===== src/rtl/famicom_kbd_scanner_if.sv =====
// Key event stream from the Famicom keyboard scanner to its consumer.
interface famicom_kbd_scanner_if;
  logic       evt_valid;
  logic       evt_ready;
  logic [6:0] evt_code;
  logic       evt_pressed;

  modport master (
    output evt_valid,
    output evt_code,
    output evt_pressed,
    input  evt_ready
  );

  modport slave (
    input  evt_valid,
    input  evt_code,
    input  evt_pressed,
    output evt_ready
  );
endinterface


===== src/rtl/famicom_kbd_scanner.sv =====
// Famicom keyboard matrix scanner: drives $4016 phases, samples $4017 nibbles
// into a shadow map, then walks the map emitting one event per changed key.
module famicom_kbd_scanner #(
  parameter int unsigned SETTLE   = 4,
  parameter int unsigned SCAN_GAP = 4096
) (
  input  logic                         clk,
  input  logic                         reset,
  input  logic                         enable,
  output logic [2:0]                   out_4016,
  input  logic [3:0]                   in_4017,
  output logic [71:0]                  matrix,
  output logic                         scan_done,
  famicom_kbd_scanner_if.master        evt
);

  localparam int unsigned KEYS = 72;
  localparam int unsigned CW   = $clog2(SETTLE + 1);
  localparam int unsigned GW   = $clog2(SCAN_GAP + 1);
  localparam logic [3:0]  LAST_ROW = 4'd8;
  localparam logic [6:0]  LAST_IDX = 7'(KEYS - 1);

  typedef enum logic [2:0] {
    IDLE,
    RST,
    COL0,
    COL1,
    EMIT,
    GAP
  } state_t;

  state_t        state, state_nxt;
  logic [3:0]    row, row_nxt;
  logic [CW-1:0] cnt, cnt_nxt;
  logic [6:0]    idx, idx_nxt;
  logic [GW-1:0] gap, gap_nxt;
  logic [71:0]   shadow, shadow_nxt;
  logic [71:0]   matrix_nxt;
  logic [2:0]    out_nxt;
  logic          done_nxt;
  logic          valid_nxt;
  logic [6:0]    code_nxt;
  logic          pressed_nxt;
  logic          last;
  logic [6:0]    base;

  // State, datapath and registered outputs.
  always_ff @(posedge clk) begin
    if (reset) begin
      state           <= IDLE;
      row             <= '0;
      cnt             <= '0;
      idx             <= '0;
      gap             <= '0;
      shadow          <= '0;
      matrix          <= '0;
      out_4016        <= 3'b000;
      scan_done       <= 1'b0;
      evt.evt_valid   <= 1'b0;
      evt.evt_code    <= '0;
      evt.evt_pressed <= 1'b0;
    end else begin
      state           <= state_nxt;
      row             <= row_nxt;
      cnt             <= cnt_nxt;
      idx             <= idx_nxt;
      gap             <= gap_nxt;
      shadow          <= shadow_nxt;
      matrix          <= matrix_nxt;
      out_4016        <= out_nxt;
      scan_done       <= done_nxt;
      evt.evt_valid   <= valid_nxt;
      evt.evt_code    <= code_nxt;
      evt.evt_pressed <= pressed_nxt;
    end
  end

  // Next-state logic; outputs are computed from the next state so they line up with it.
  always_comb begin
    state_nxt   = state;
    row_nxt     = row;
    cnt_nxt     = cnt;
    idx_nxt     = idx;
    gap_nxt     = gap;
    shadow_nxt  = shadow;
    matrix_nxt  = matrix;
    out_nxt     = 3'b000;
    done_nxt    = 1'b0;
    valid_nxt   = 1'b0;
    code_nxt    = evt.evt_code;
    pressed_nxt = evt.evt_pressed;
    last        = (cnt == CW'(SETTLE - 1));
    base        = {row, 3'b000};

    case (state)
      IDLE: begin
        if (enable) begin
          state_nxt = RST;
          cnt_nxt   = '0;
        end
      end
      RST: begin
        if (last) begin
          state_nxt = COL0;
          cnt_nxt   = '0;
          row_nxt   = '0;
        end else begin
          cnt_nxt = cnt + CW'(1);
        end
      end
      COL0: begin
        if (last) begin
          shadow_nxt[base + 7'd4 +: 4] = ~in_4017;
          state_nxt = COL1;
          cnt_nxt   = '0;
        end else begin
          cnt_nxt = cnt + CW'(1);
        end
      end
      COL1: begin
        if (last) begin
          shadow_nxt[base +: 4] = ~in_4017;
          cnt_nxt = '0;
          if (row == LAST_ROW) begin
            state_nxt = EMIT;
            idx_nxt   = '0;
          end else begin
            row_nxt   = row + 4'd1;
            state_nxt = COL0;
          end
        end else begin
          cnt_nxt = cnt + CW'(1);
        end
      end
      EMIT: begin
        // A pending event holds idx until accepted; unchanged keys cost one cycle each.
        if (!evt.evt_valid || evt.evt_ready) begin
          if (evt.evt_valid) begin
            matrix_nxt[idx] = shadow[idx];
          end
          if (idx == LAST_IDX) begin
            state_nxt = GAP;
            idx_nxt   = '0;
            gap_nxt   = '0;
          end else begin
            idx_nxt = idx + 7'd1;
          end
        end
      end
      GAP: begin
        if (gap == GW'(SCAN_GAP - 1)) begin
          state_nxt = IDLE;
          gap_nxt   = '0;
        end else begin
          gap_nxt = gap + GW'(1);
        end
      end
      default: begin
        state_nxt = IDLE;
      end
    endcase

    case (state_nxt)
      RST:     out_nxt = 3'b101;
      COL0:    out_nxt = 3'b100;
      COL1:    out_nxt = 3'b110;
      default: out_nxt = 3'b000;
    endcase

    done_nxt = (state_nxt == COL1) && (row_nxt == LAST_ROW) && (cnt_nxt == CW'(SETTLE - 1));

    valid_nxt = (state_nxt == EMIT) && (shadow_nxt[idx_nxt] != matrix_nxt[idx_nxt]);
    if (valid_nxt) begin
      code_nxt    = idx_nxt;
      pressed_nxt = shadow_nxt[idx_nxt];
    end
  end

endmodule


===== src/flat_wrapper.sv =====
// flat-port wrapper written by rule: the top's interface ports become plain ports
module famicom_kbd_scanner_flat 
#(
  parameter int unsigned SETTLE   = 4,
  parameter int unsigned SCAN_GAP = 4096
)
  (clk, reset, enable, out_4016, in_4017, matrix, scan_done, evt_evt_valid, evt_evt_code, evt_evt_pressed, evt_evt_ready);
  famicom_kbd_scanner_if evt_i ();
  input  logic clk;
  input  logic reset;
  input  logic enable;
  output logic [2:0] out_4016;
  input  logic [3:0] in_4017;
  output logic [71:0] matrix;
  output logic scan_done;
  output wire logic [$bits(evt_i.evt_valid)-1:0] evt_evt_valid;
  output wire logic [$bits(evt_i.evt_code)-1:0] evt_evt_code;
  output wire logic [$bits(evt_i.evt_pressed)-1:0] evt_evt_pressed;
  input wire logic [$bits(evt_i.evt_ready)-1:0] evt_evt_ready;
  assign evt_evt_valid = evt_i.evt_valid;
  assign evt_evt_code = evt_i.evt_code;
  assign evt_evt_pressed = evt_i.evt_pressed;
  assign evt_i.evt_ready = evt_evt_ready;
  famicom_kbd_scanner #(.SETTLE(SETTLE), .SCAN_GAP(SCAN_GAP)) u_core (.clk(clk), .reset(reset), .enable(enable), .out_4016(out_4016), .in_4017(in_4017), .matrix(matrix), .scan_done(scan_done), .evt(evt_i));
endmodule

===== config.mk =====
export PLATFORM = sky130hd
export DESIGN_NAME = famicom_kbd_scanner_flat
export DESIGN_NICKNAME = d
export VERILOG_FILES = /design/src/rtl/famicom_kbd_scanner_if.sv /design/src/rtl/famicom_kbd_scanner.sv /design/src/flat_wrapper.sv
export SDC_FILE = /design/constraint.sdc
export NUM_CORES = 1
export LEC_CHECK = 0
export CORE_ASPECT_RATIO = 1.25
export CORE_MARGIN = 2
export CORE_UTILIZATION = 50
export CTS_CLUSTER_DIAMETER = 120
export DETAILED_ROUTE_END_ITERATION = 8
export GPL_TIMING_DRIVEN = 1
export PLACE_DENSITY = 0.82
export SLEW_MARGIN = 20
export SYNTH_ARGS = -nofsm -noshare
export SYNTH_HDL_FRONTEND = slang
export SYNTH_SLANG_ARGS = --single-unit
export TNS_END_PERCENT = 100

===== constraint.sdc =====
create_clock -name clk -period 13 [get_ports clk]
set_input_delay 1.95 -clock clk [delete_from_list [all_inputs] [get_ports clk]]
set_output_delay 1.95 -clock clk [all_outputs]
set_load 0.01 [all_outputs]

=== Word level (Yosys, flattened, before mapping) ===
Index checks and enable logic that the tools add are counted.

* Register bits: 187
* Word-level logic and storage cells: 98
* Output and inout port bits: 85
* Input bits: 8

* Add/sub/neg operators: 7
* Mux-type cells: 43
* Eq/ne operators: 18
* Reductions and logical operators: 10
* $lt $le $gt $ge: 3
* Shifts and indexed selects: 4
* Bitwise gates (word level): 1

{| class="wikitable"
|+ Operators by type and width
! kind !! number
|-
| $mux W72 || 5
|-
| $bwmux W72 || 3
|-
| $pmux W72 S2 || 1
|-
| $shift A4 B9 Y72 const A || 2
|-
| $shiftx A4 B9 Y72 || 2
|-
| $mux W13 || 3
|-
| $mux W3 || 10
|-
| $mux W7 || 4
|-
| $pmux W13 S2 || 1
|-
| $bmux W1 S7 || 3
|-
| $eq A3 B2 Y1 const B || 6
|-
| $neg A7 Y9 || 2
|-
| $pmux W3 S6 || 1
|-
| $lt A7 B8 Y1 const B || 2
|-
| $pmux W7 S2 || 1
|-
| $add A13 B1 Y13 const B || 1
|-
| $eq A13 B12 Y1 const B || 1
|-
| $mux W4 || 3
|-
| $eq A3 B3 Y1 const B || 3
|-
| $pmux W3 S3 || 1
|-
| $eq A4 B4 Y1 const B || 2
|-
| $pmux W4 S2 || 1
|-
| $add A7 B1 Y7 const B || 1
|-
| $add A7 B3 Y7 const B || 1
|-
| other kinds (18) || 26
|}

=== Longest topological paths before layout ===
* Depth in word-level cells: 12
* Mapped depth: 21
* Gate-level depth less buffers: 14

=== Worst setup path after synthesis ===
Ideal clock, no wire load.

* Path kind: in2reg
* Start point: input port evt_evt_ready
* End point: register u_core.evt.evt_code[6]
* Stages on the path: 14
* Setup slack: 8,054 ps
* Buffers on the path: 3
* Setup time: 132 ps
* Data arrival time: 4,815 ps
* Cell sequence: nor2b_1 clkbuf_1 mux2i_1 o22a_4 buf_8 mux2_2 o311ai_1 a21oi_1 o221a_2 o41a_1 xnor2_2 and2_1 buf_6 o22ai_1

* Word-level cells in the longest chain between the ends: 7
* Elaborated cells between the ends (all ways): 14
* Classes of those cells: eq/ne: 2; mux: 10; reduce/logical: 2

{| class="wikitable"
|+ Ends and longest elaborated chain
! what !! line !! RTL
|-
| from (decl) || flat_wrapper.sv:19 || <nowiki>input wire logic [$bits(evt_i.evt_ready)-1:0] evt_evt_ready;</nowiki>
|-
| $logic_or A1 B1 Y1 (*) || famicom_kbd_scanner.sv:137 || <nowiki>if (!evt.evt_valid || evt.evt_ready) begin</nowiki>
|-
| $mux W7 / $mux W72 (equally long branches) || famicom_kbd_scanner.sv:137 ||
|-
| $pmux W7 S2 / $mux W72 (equally long branches) || famicom_kbd_scanner.sv:95 || <nowiki>case (state)</nowiki>
|-
| $bmux W1 S7 || famicom_kbd_scanner.sv:172 || <nowiki>valid_nxt = (state_nxt == EMIT) && (shadow_nxt[idx_nxt] != matrix_nxt[idx_nxt]);</nowiki>
|-
| $mux W1 (implied by the code) || famicom_kbd_scanner.sv:172 ||
|-
| $ne A1 B1 Y1 || famicom_kbd_scanner.sv:172 ||
|-
| $logic_and A1 B1 Y1 || famicom_kbd_scanner.sv:172 ||
|-
| to (signal assigned) || famicom_kbd_scanner.sv:73 || <nowiki>evt.evt_code <= code_nxt;</nowiki>
|-
| to (decl) || famicom_kbd_scanner_if.sv:10 || <nowiki>output evt_code,</nowiki>
|}

Mark *: on every way between the ends. The rest lies on a longest branch, timed or not. The select of a mux whose other input is x is not followed.
A chain may end at the register's enable or synchronous reset.

=== Worst setup path after layout ===
* Start point: input port evt_evt_ready
* End point: register u_core.evt.evt_code[3]

Same word-level chain as after synthesis.

==> out/qor.txt <==
synth warn = 0
GR Util met1 = 35.8%
Detailed Routing Iterations Pass 1 = 5
drc violations = 0
Layout Area Growth over Synthesis = 15.3%
Layout Nets = 1,357
port bufs = 92
top post-synthesis cells by count = nor2_1, dfxtp_1, nand2_1
synthesized flop and latch total = 187
path type of the worst min-delay path = flip-flop to flip-flop
number of hold buffers added after CTS = 0
gpl congestion = 0.969
Worst Setup Path Type = primary input to flip-flop
post-CTS setup buffer count = 0
Hold Slack = 0.463 ns
largest net degree at the start of global routing = 102
Initial Util = 51.0%
Synth Cell Area = 10,600 um2
row count = 59
CP arrival = 6.34 ns
Critical Path RT = 13.31 ns
Diodes inserted = 0
first-pass GRT wire length = 54.5 mm
Max H-tree Level = 4
PostCTS Resize Cnt = 0
post-layout min period = 6.04 ns
largest area contributor in the netlist = dfxtp_1
startpoint class of the critical path = primary input
total gr overflow = 0
Slew headroom = 25.3%
First DRT Iteration DRCs = 1,223
Final Skew = 0.0154 ns
final wirelength = 34.8 mm
maximum vdd drop = 0.0000897 V
PwrDens = 93.5 nW/um2
Synth area leaders = dfxtp_1, nor2_1, mux2i_1
core footprint = 20,800 um2
Root Driver = clkbuf_16
Synth Instances = 1,308
met3 Usage GRT = 5.45%
Slew Viols, Final = 0
die area = 22,400 um2
Die Ht = 167 um
register area share after synthesis = 35.3%
Async SR Flop Fraction = 0%
dpl hpwl = 23.5 mm
worst-margin pin slew = 1.12 ns
I/O pin count = 93
RSZ-0062 raised after global routing = false
Max Cap Violations = 0
Final Hold Fails = 0
met2 Use GR = 50.6%
clock tree from TritonCTS = built
Avg WL per Cell = 21.4 um
CP endpoint kind = flip-flop
share of layout cells above drive strength 1 = 9.33%
drt via density = 6.58
TNS Setup = 0 ns
initial antenna violation count = 0
syn_nets = 1,328
Tcrit/Tclk final = 46.5%
vias in the first global route = 10,173
P_leak = 0.00440 uW
Worst Path Max Fanout = 57
filler instances = 1,849
Synth cell types = 91
most frequent cell after synthesis = nor2_1
routed vias = 10,690
status = completed
Die Width = 134 um
Top FF cell, synth = dfxtp_1
GRT busiest layer = met2
Avg Inst Size Synth = 8.11 um2
clock latency on the worst-skew pair = 0.46 ns
Clock Path Buffers = 2
Clock transition at path regs = 0.08 ns
f_max = 166 MHz
TritonCTS Sinks = 187
post-layout util = 58.8%
Yosys top cell area share = 35.3%
GRT Total Usage = 30.4%
ANT nets after route = 0
EDFF count, synth = 0
total CTS buffers = 17
# setup viols final = 0
[worst paths after layout]
| check | startpoint | to | slack, ns | cells after the start |
|---|---|---|---|---|
| max | evt_evt_ready | u_core.evt.evt_code[3]$_SDFFE_PP0P_ | 6.96 | 13 |
| min reg2reg | u_core.gap[12]$_SDFFE_PP0P_ | u_core.gap[12]$_SDFFE_PP0P_ | 0.46 | 2 |
| max reg2reg | u_core.row[1]$_SDFF_PP0_ | u_core.evt.evt_code[3]$_SDFFE_PP0P_ | 7.74 | 15 |
| min | u_core.gap[12]$_SDFFE_PP0P_ | u_core.gap[12]$_SDFFE_PP0P_ | 0.46 | 2 |
[sequential cells by signal (all words and copies together), names as in the netlist, 3 cells and up]
name	flops
u_core.gap	13
u_core.shadow	72
u_core.state	3
u_core.out_4016	3
u_core.evt.evt_code	7
u_core.matrix	72
u_core.idx	7
u_core.cnt	3
u_core.row	4
[power by group]
part	switching, uW	internal [uW]
registers	1.32	573
logic	18.7	6.53
clock network	266	278
total	286	858
[through the flow]
stage / power (uW) / cells / cell area, um2 / worst slack, ns
finish: 1140 / 1624 / 12200 / 6.96
global placement: 612 / 1592 / 11600 / 6.67
CTS: 1140 / 1624 / 12200 / 7.01
global route: 1170 / 1624 / 12200 / 6.73
floorplan: 604 / 1308 / 10600 / 8.05
detailed placement: 612 / 1592 / 11600 / 6.55
[final cells by class]
class	count	area [um2]	share of cell area (%)
multi-input cells	991	6320	51.7
flip-flops and latches	187	3740	30.6
clock inverters	15	196	1.61
repair buffers	121	1140	9.29
inverters	19	71.3	0.583
clock buffers	17	425	3.48
well taps	274	343	2.80
[cell families after synthesis]
group	synth area share, %
and+or+nand+nor	23.8
buffers and inverters	5.57
muxes	11.1
DFF	35.3
xor gates and xnor gates	1.23
AOI/OAI and AO/OA	21.6
adders and majority gates	1.42
[critical path, cell delays in order]
cell and delay [ns]:
clkdlybuf4s50_1 0.47, nor2b_1 0.50, mux2i_1 0.36, o22a_4 0.69
mux2_2 0.44, a2111oi_4 0.33, a31oi_1 0.09, a21o_1 0.21
a211o_1 0.28, a41o_2 0.28, xnor2_2 0.26, and2_1 0.34
o22ai_1 0.11
[cells in the final DEF, fill, tap and decap left out, types with 5 or more instances in the layout]
master / netlist / final
mux2_2: 20 / 20
nor2b_1: 17 / 17
or3_1: 7 / 7
a311oi_1: 38 / 38
o21ai_0: 21 / 21
clkinv_8: 0 / 5
a22oi_1: 12 / 12
inv_1: 18 / 18
a31oi_1: 16 / 15
and2_1: 13 / 13
o22ai_1: 8 / 8
a221oi_1: 10 / 10
nor4_1: 10 / 8
and3_1: 12 / 12
ha_1: 12 / 12
o211ai_1: 11 / 11
nand4_1: 22 / 22
a21o_1: 5 / 5
o31a_1: 6 / 6
nand2_1: 129 / 129
mux4_2: 13 / 13
a21oi_1: 123 / 123
dfxtp_1: 187 / 187
clkbuf_16: 0 / 17
mux2i_1: 65 / 65
clkdlybuf4s50_1: 0 / 91
nand2b_1: 14 / 14
nor3b_1: 9 / 9
xor2_1: 10 / 10
nor2_1: 193 / 192
nor3_1: 50 / 49
nand3_1: 38 / 38
buf_4: 1 / 30
a211oi_1: 29 / 29
[routing by layer]
layer / up-vias / share of wire [%]
li1: 4853 / -
met1: 5018 / 37
met2: 656 / 48
met3: 163 / 9.0
met4: 0 / 6.3
met5: - / 0
Note: power is estimated with default switching activity, not from simulation.
